### config.mk
export PLATFORM = sky130hd
export DESIGN_NAME = arm_decode_stage_flat
export DESIGN_NICKNAME = d
export VERILOG_FILES = /design/src/rtl/arm_decode_pkg.sv /design/src/rtl/arm_decode_if.sv /design/src/rtl/arm_family_decode.sv /design/src/rtl/arm_decode_stage.sv /design/src/flat_wrapper.sv
export SDC_FILE = /design/constraint.sdc
export NUM_CORES = 1
export LEC_CHECK = 0
export CORE_MARGIN = 2
export CORE_UTILIZATION = 35
export DETAILED_ROUTE_END_ITERATION = 8
export PLACE_DENSITY_LB_ADDON = 0.1
export SYNTH_ARGS = -nofsm -noshare
export SYNTH_HDL_FRONTEND = slang
export SYNTH_HIERARCHICAL = 1
export SYNTH_SLANG_ARGS = --single-unit
### constraint.sdc
create_clock -name clk -period 4.7 [get_ports clk]
set_clock_uncertainty 0.2 [all_clocks]
set_input_delay 0.705 -clock clk [delete_from_list [all_inputs] [get_ports clk]]
set_output_delay 0.705 -clock clk [all_outputs]
set_load 0.005 [all_outputs]
### src/rtl/arm_decode_pkg.sv
// Shared types and constants for the ARMv4 family decode stage.
package arm_decode_pkg;
  localparam int FAM_W = 20;
  typedef logic [FAM_W-1:0] fam_t;

  localparam logic [4:0] FAM_DP_IMM   = 5'd0;
  localparam logic [4:0] FAM_DP_REG   = 5'd1;
  localparam logic [4:0] FAM_DP_RSH   = 5'd2;
  localparam logic [4:0] FAM_MUL      = 5'd3;
  localparam logic [4:0] FAM_MULL     = 5'd4;
  localparam logic [4:0] FAM_MRS      = 5'd5;
  localparam logic [4:0] FAM_MSR_IMM  = 5'd6;
  localparam logic [4:0] FAM_MSR_REG  = 5'd7;
  localparam logic [4:0] FAM_LDST_IMM = 5'd8;
  localparam logic [4:0] FAM_LDST_REG = 5'd9;
  localparam logic [4:0] FAM_HW_IMM   = 5'd10;
  localparam logic [4:0] FAM_HW_REG   = 5'd11;
  localparam logic [4:0] FAM_SWP      = 5'd12;
  localparam logic [4:0] FAM_LDM      = 5'd13;
  localparam logic [4:0] FAM_BRANCH   = 5'd14;
  localparam logic [4:0] FAM_UNDEF    = 5'd15;
  localparam logic [4:0] FAM_SWI      = 5'd16;
  localparam logic [4:0] FAM_CP_DATA  = 5'd17;
  localparam logic [4:0] FAM_CP_LDST  = 5'd18;
  localparam logic [4:0] FAM_BX       = 5'd19;

  localparam logic [23:0] BX_PATTERN = 24'h12FFF1;
  localparam logic [3:0]  COND_NV    = 4'hF;

  typedef struct packed {
    logic [31:0] ir;
    fam_t        fam;
  } beat_t;
endpackage

### src/rtl/arm_decode_if.sv
// Fetch-side and execute-side handshake bundle of the decode stage.
interface arm_decode_if;
  import arm_decode_pkg::*;
  logic        in_valid;
  logic        in_ready;
  logic [31:0] in_ir;
  logic        out_valid;
  logic        out_ready;
  logic [31:0] out_ir;
  fam_t        out_family;
  logic [3:0]  out_cond;
  logic        out_nv;

  modport master (
    output in_valid, in_ir, out_ready,
    input  in_ready, out_valid, out_ir, out_family, out_cond, out_nv
  );
  modport slave (
    input  in_valid, in_ir, out_ready,
    output in_ready, out_valid, out_ir, out_family, out_cond, out_nv
  );
endinterface

### src/rtl/arm_family_decode.sv
// Combinational one-hot instruction-family classifier (cond field not needed).
module arm_family_decode
  import arm_decode_pkg::*;
#(
  parameter bit ENABLE_COPROC = 1'b1,
  parameter bit ENABLE_BX     = 1'b1
) (
  input  logic [27:0] ir,
  output fam_t        fam
);
  logic [4:0] idx;

  always_comb begin
    idx = FAM_UNDEF;
    unique case (ir[27:25])
      3'b000: begin
        if (ENABLE_BX && ir[27:4] == BX_PATTERN)                         idx = FAM_BX;
        else if (ir[24:22] == 3'b000 && ir[7:4] == 4'b1001)              idx = FAM_MUL;
        else if (ir[24:23] == 2'b01 && ir[7:4] == 4'b1001)               idx = FAM_MULL;
        else if (ir[24:23] == 2'b10 && ir[21:20] == 2'b00)
          idx = (ir[7:4] == 4'b1001) ? FAM_SWP : FAM_MRS;
        else if (ir[24:23] == 2'b10 && ir[21:20] == 2'b10 && !ir[4])     idx = FAM_MSR_REG;
        else if (!ir[4])                                                 idx = FAM_DP_REG;
        else if (!ir[7])                                                 idx = FAM_DP_RSH;
        else if (!ir[22])                                                idx = FAM_HW_REG;
        else                                                             idx = FAM_HW_IMM;
      end
      3'b001: idx = (ir[24:23] == 2'b10 && ir[21:20] == 2'b10) ? FAM_MSR_IMM : FAM_DP_IMM;
      3'b010: idx = FAM_LDST_IMM;
      3'b011: idx = ir[4] ? FAM_UNDEF : FAM_LDST_REG;
      3'b100: idx = FAM_LDM;
      3'b101: idx = FAM_BRANCH;
      3'b110: idx = ENABLE_COPROC ? FAM_CP_LDST : FAM_UNDEF;
      3'b111: begin
        if (ir[24])             idx = FAM_SWI;
        else if (ENABLE_COPROC) idx = FAM_CP_DATA;
        else                    idx = FAM_UNDEF;
      end
    endcase
    fam = FAM_W'(1) << idx;
  end
endmodule

### src/rtl/arm_decode_stage.sv
// Registered decode stage: output register + one skid entry, flush, undef counter.
module arm_decode_stage
  import arm_decode_pkg::*;
#(
  parameter bit ENABLE_COPROC = 1'b1,
  parameter bit ENABLE_BX     = 1'b1,
  parameter int CNT_W         = 16
) (
  input  logic             clk,
  input  logic             rst,
  input  logic             flush,
  arm_decode_if.slave      bus,
  output logic [CNT_W-1:0] undef_count
);
  beat_t in_beat, out_q, skid_q;
  logic  out_vld, skid_vld, accept, drain;

  arm_family_decode #(
    .ENABLE_COPROC(ENABLE_COPROC),
    .ENABLE_BX    (ENABLE_BX)
  ) u_dec (
    .ir (bus.in_ir[27:0]),
    .fam(in_beat.fam)
  );
  assign in_beat.ir = bus.in_ir;

  // skid_vld is a flop, so in_ready is registered by construction
  assign bus.in_ready = !skid_vld;
  assign accept       = bus.in_valid && !skid_vld;
  assign drain        = out_vld && bus.out_ready;

  always_ff @(posedge clk or posedge rst) begin
    if (rst) begin
      out_vld     <= 1'b0;
      skid_vld    <= 1'b0;
      out_q       <= '0;
      skid_q      <= '0;
      undef_count <= '0;
    end else if (flush) begin
      out_vld  <= 1'b0;
      skid_vld <= 1'b0;
    end else begin
      if (drain && out_q.fam[FAM_UNDEF] && undef_count != '1)
        undef_count <= undef_count + CNT_W'(1);
      if (!out_vld || bus.out_ready) begin
        // skid holds the older beat; accept cannot coincide with a full skid
        if (skid_vld) begin
          out_q    <= skid_q;
          out_vld  <= 1'b1;
          skid_vld <= 1'b0;
        end else if (accept) begin
          out_q   <= in_beat;
          out_vld <= 1'b1;
        end else begin
          out_vld <= 1'b0;
        end
      end else if (accept) begin
        skid_q   <= in_beat;
        skid_vld <= 1'b1;
      end
    end
  end

  assign bus.out_valid  = out_vld;
  assign bus.out_ir     = out_q.ir;
  assign bus.out_family = out_q.fam;
  assign bus.out_cond   = out_q.ir[31:28];
  assign bus.out_nv     = (out_q.ir[31:28] == COND_NV);
endmodule
### src/flat_wrapper.sv
// flat-port wrapper written by rule: the top's interface ports become plain ports
module arm_decode_stage_flat import arm_decode_pkg::*;
#(
  parameter bit ENABLE_COPROC = 1'b1,
  parameter bit ENABLE_BX     = 1'b1,
  parameter int CNT_W         = 16
)
  (clk, rst, flush, undef_count, bus_in_valid, bus_in_ir, bus_out_ready, bus_in_ready, bus_out_valid, bus_out_ir, bus_out_family, bus_out_cond, bus_out_nv);
  arm_decode_if bus_i ();
  input  logic clk;
  input  logic rst;
  input  logic flush;
  output logic [CNT_W-1:0] undef_count;
  input wire logic [$bits(bus_i.in_valid)-1:0] bus_in_valid;
  input wire logic [$bits(bus_i.in_ir)-1:0] bus_in_ir;
  input wire logic [$bits(bus_i.out_ready)-1:0] bus_out_ready;
  output wire logic [$bits(bus_i.in_ready)-1:0] bus_in_ready;
  output wire logic [$bits(bus_i.out_valid)-1:0] bus_out_valid;
  output wire logic [$bits(bus_i.out_ir)-1:0] bus_out_ir;
  output wire logic [$bits(bus_i.out_family)-1:0] bus_out_family;
  output wire logic [$bits(bus_i.out_cond)-1:0] bus_out_cond;
  output wire logic [$bits(bus_i.out_nv)-1:0] bus_out_nv;
  assign bus_i.in_valid = bus_in_valid;
  assign bus_i.in_ir = bus_in_ir;
  assign bus_i.out_ready = bus_out_ready;
  assign bus_in_ready = bus_i.in_ready;
  assign bus_out_valid = bus_i.out_valid;
  assign bus_out_ir = bus_i.out_ir;
  assign bus_out_family = bus_i.out_family;
  assign bus_out_cond = bus_i.out_cond;
  assign bus_out_nv = bus_i.out_nv;
  arm_decode_stage #(.ENABLE_COPROC(ENABLE_COPROC), .ENABLE_BX(ENABLE_BX), .CNT_W(CNT_W)) u_core (.clk(clk), .rst(rst), .flush(flush), .bus(bus_i), .undef_count(undef_count));
endmodule
==> flow_summary_export.csv <==
group,metric,value,unit
outcome,run_status,"completed",
finish,multiInputGateArea,2580,sq um
drt,wl_per_cell,16.3,um
timing,slew_violations,0,
clock_tree,htree_num_levels,4,
timing,fin_setup_tns,0,ns
flow_run,maxCapViolations,0,
drt,viasPerCell,5.08,
drt,antenna_left,0,
timing,finalSetupViolCount,0,
clock_tree,cts_buffers,17,
synth,syn-cell-area,5800,sq um
setup_path,worstReg2RegStart,"u_core/skid_vld",
die,initial_core_util,35.3,%
placed_design,globalplace.congestion,0.779,
global_route,grt_pass1_vias,4301,
die,die-area,17600,sq um
die,die_x,133,um
clock_tree,cts_setup_buffers,0,
finish,final_util,47.2,%
clock_tree,cts_sinks,122,
setup_path,startpoint_type,"input port",
finish,diodes,0,
placed_design,port_buffers,111,
die,rows,47,
timing,min_period_over_period,70.6,%
synth,synth_edf_count,0,
clock_tree,clock_path_buffers,2,
timing,worst_slew_pin_slew,1.05,ns
timing,rsz0062_at_grt,"no",
global_route,grt_util_all_layers,16.5,%
power,vdd_drop_max,0.243,mV
setup_path,worstSetupPathType,"in2reg",
synth,synth_async_sr_flop_share,100,%
synth,synth_fp_nets,544,
clock_tree,cts_tree,"done",
setup_path,endpoint_kind,"flop",
setup_path,crit_fanout,18,
power,pwr_density_cell,422,nW/um^2
global_route,grt_max_degree,105,
setup_path,reg2regPathDepth,6,
synth,syn-mean-instance-area,11.5,sq um
finish,final_nets,648,
drt,drt-pass1-iter-count,5,
drt,finalWirelength,13700,um
timing,min_period,3.32,ns
setup_path,arrival,3.44,ns
drt,drc,0,
setup_path,required,4.83,ns
setup_path,reg2reg_to,"u_core/bus.out_ir[10]",
synth,yosysTopAreaCell,"dfrtp_1",
power,power.leakage,3.18,nW
drt,num_vias,4275,
clock_tree,cts-root-buf,"clkbuf_16",
timing,hold_slack,0.302,ns
finish,fillers,1493,
global_route,grt_pass1_wl,22900,um
clock_tree,clk_pin_slew,0.05,ns
synth,yosysSeqAreaShare,52.7,%
synth,synth_top_cell_area_share,52.7,%
synth,synth.distinct_cells,57,
setup_path,r2r_setup_slack,1.79,ns
synth,yosysWarnings,6,
min_path,hold_path.class,"reg2reg",
drt,drt_iter0_drc,320,
global_route,grt_overflow_total,0,
finish,final-seq-area,3060,sq um
min_path,hold_depth,1,
timing,fmax,301,MHz
synth,synthTopCellsByArea,"dfrtp_1 (53%), mux2_2 (10%), mux2i_1 (9.0%)",
clock_tree,cts-resized-gates,0,
setup_path,endpoint,"u_core/bus.out_family[9]",
finish,layout-drive-gt1-share,17.0,%
synth,synth-main-ff-cell,"dfrtp_1",
timing,slew_headroom,30.0,%
timing,final_hold_viol_count,0,
die,io_pins,112,
die,die_y,133,um
setup_path,worstSetupStartpoint,"bus_in_ir[25]",
synth,ys_seq_elements,122,
clock_tree,insertion_delay,0.41,ns
placed_design,place_hpwl,9040,um
die,coreArea,16400,sq um
clock_tree,holdBufCountCts,0,
global_route,antenna_found_initial,0,
synth,netlist_instances,506,
finish,area_growth,33.6,%
where the power goes:
group	leakage (nW)	switching [mW]	internal [mW]
registers	1.50	0.101	1.22
logic	1.36	0.210	0.320
clock network	0.322	0.453	0.967
total	3.18	0.765	2.51
through the flow:
stage	setup slack [ns]	std cells	power [mW]	area (sq um)
after floorplan	0.552	506	1.58	5800
after global placement	1.13	811	1.86	7100
after detailed placement	1.08	811	1.88	7100
after CTS	1.52	842	3.32	7740
after global routing	1.26	842	3.44	7740
final	1.38	842	3.27	7740
cells in the final DEF, fill, tap and decap left out, types with 3 or more instances in the layout:
cell	n
nor3_1	10
nand4_1	7
clkbuf_8	6
bufinv_16	4
dfrtp_1	121
buf_4	4
nor2_1	66
a211oi_1	3
mux2i_1	52
and4_1	3
inv_1	5
nand2b_1	5
clkdlybuf4s50_1	111
nand3_1	5
xnor2_1	4
clkbuf_16	17
nor4_1	10
a21oi_1	58
nand2_1	13
mux2_2	53
nor2b_1	3
xor2_1	9
nand3b_1	3
clkinv_2	3
state kept, by name, indices dropped and copies added, names as in the netlist:
signal,count
u_core/skid_q,52
u_core/bus.out_ir,32
u_core/bus.out_family,20
u_core/undef_count,16
u_core/bus.out_valid,1
u_core/skid_vld,1
layer usage:
metal / wire length [um] / global-route usage [%]
met1: 6420 / 22.0
met2: 6370 / 25.6
met3: 718 / 5.02
met4: 216 / 6.03
met5: 0 / 0
cells by family (layout without fill, tap and decap cells):
| kind of cell | count (synthesis) | count (layout) | share of synthesized area, % |
|---|---|---|---|
| xor+xnor | 13 | 13 | 1.96 |
| fa+ha+maj | 1 | 1 | 0.216 |
| flops | 122 | 122 | 52.7 |
| compound gates | 76 | 76 | 7.99 |
| simple gates | 152 | 152 | 14.9 |
| buf+inv | 37 | 153 | 3.00 |
| mux | 105 | 105 | 19.3 |
how the worst min path moves through the flow:
stage / from / endpoint / slack [ns]
after global placement: u_core/skid_q[5] / u_core/skid_q[5] / 0.29
final: u_core/skid_q[46] / u_core/skid_q[46] / 0.30
after floorplan: u_core/skid_q[0] / u_core/skid_q[0] / 0.28
after CTS: u_core/skid_q[11] / u_core/skid_q[11] / 0.30
after detailed placement: u_core/skid_q[43] / u_core/skid_q[43] / 0.29
after global routing: u_core/skid_q[43] / u_core/skid_q[43] / 0.32
synth_stat cells, drive strengths merged (2+ instances only):
library cell,instances
nand3,6
inv,6
nand4,8
nand3b,3
a211oi,4
clkbuf,6
nor3,11
buf,25
and4,3
nand4bb,2
and3,2
xor2,9
or3b,2
a21o,2
nor2,66
nor4b,4
nor4,11
or2,2
nand4b,2
mux2,53
nor3b,4
nand2,13
a21oi,58
nand2b,5
dfrtp,122
mux2i,52
xnor2,4
nor2b,3
a31oi,2
worst max-delay path, cell delays in order:
cell	delay [ns]
clkdlybuf4s50_1	0.73
or3_1	0.58
nor4_1	0.48
a211oi_1	0.21
nor3_1	0.42
mux2i_1	0.13
a21oi_1	0.18
area by class of cell:
type,count,area share [%]
sequential,122,39.5
multi-input combinational,347,33.3
timing repair buffer,116,15.0
clock buffer,24,6.61
tap,220,3.55
clock inverter,7,1.75
inverter,6,0.323
(Power assumes the default switching activity.)
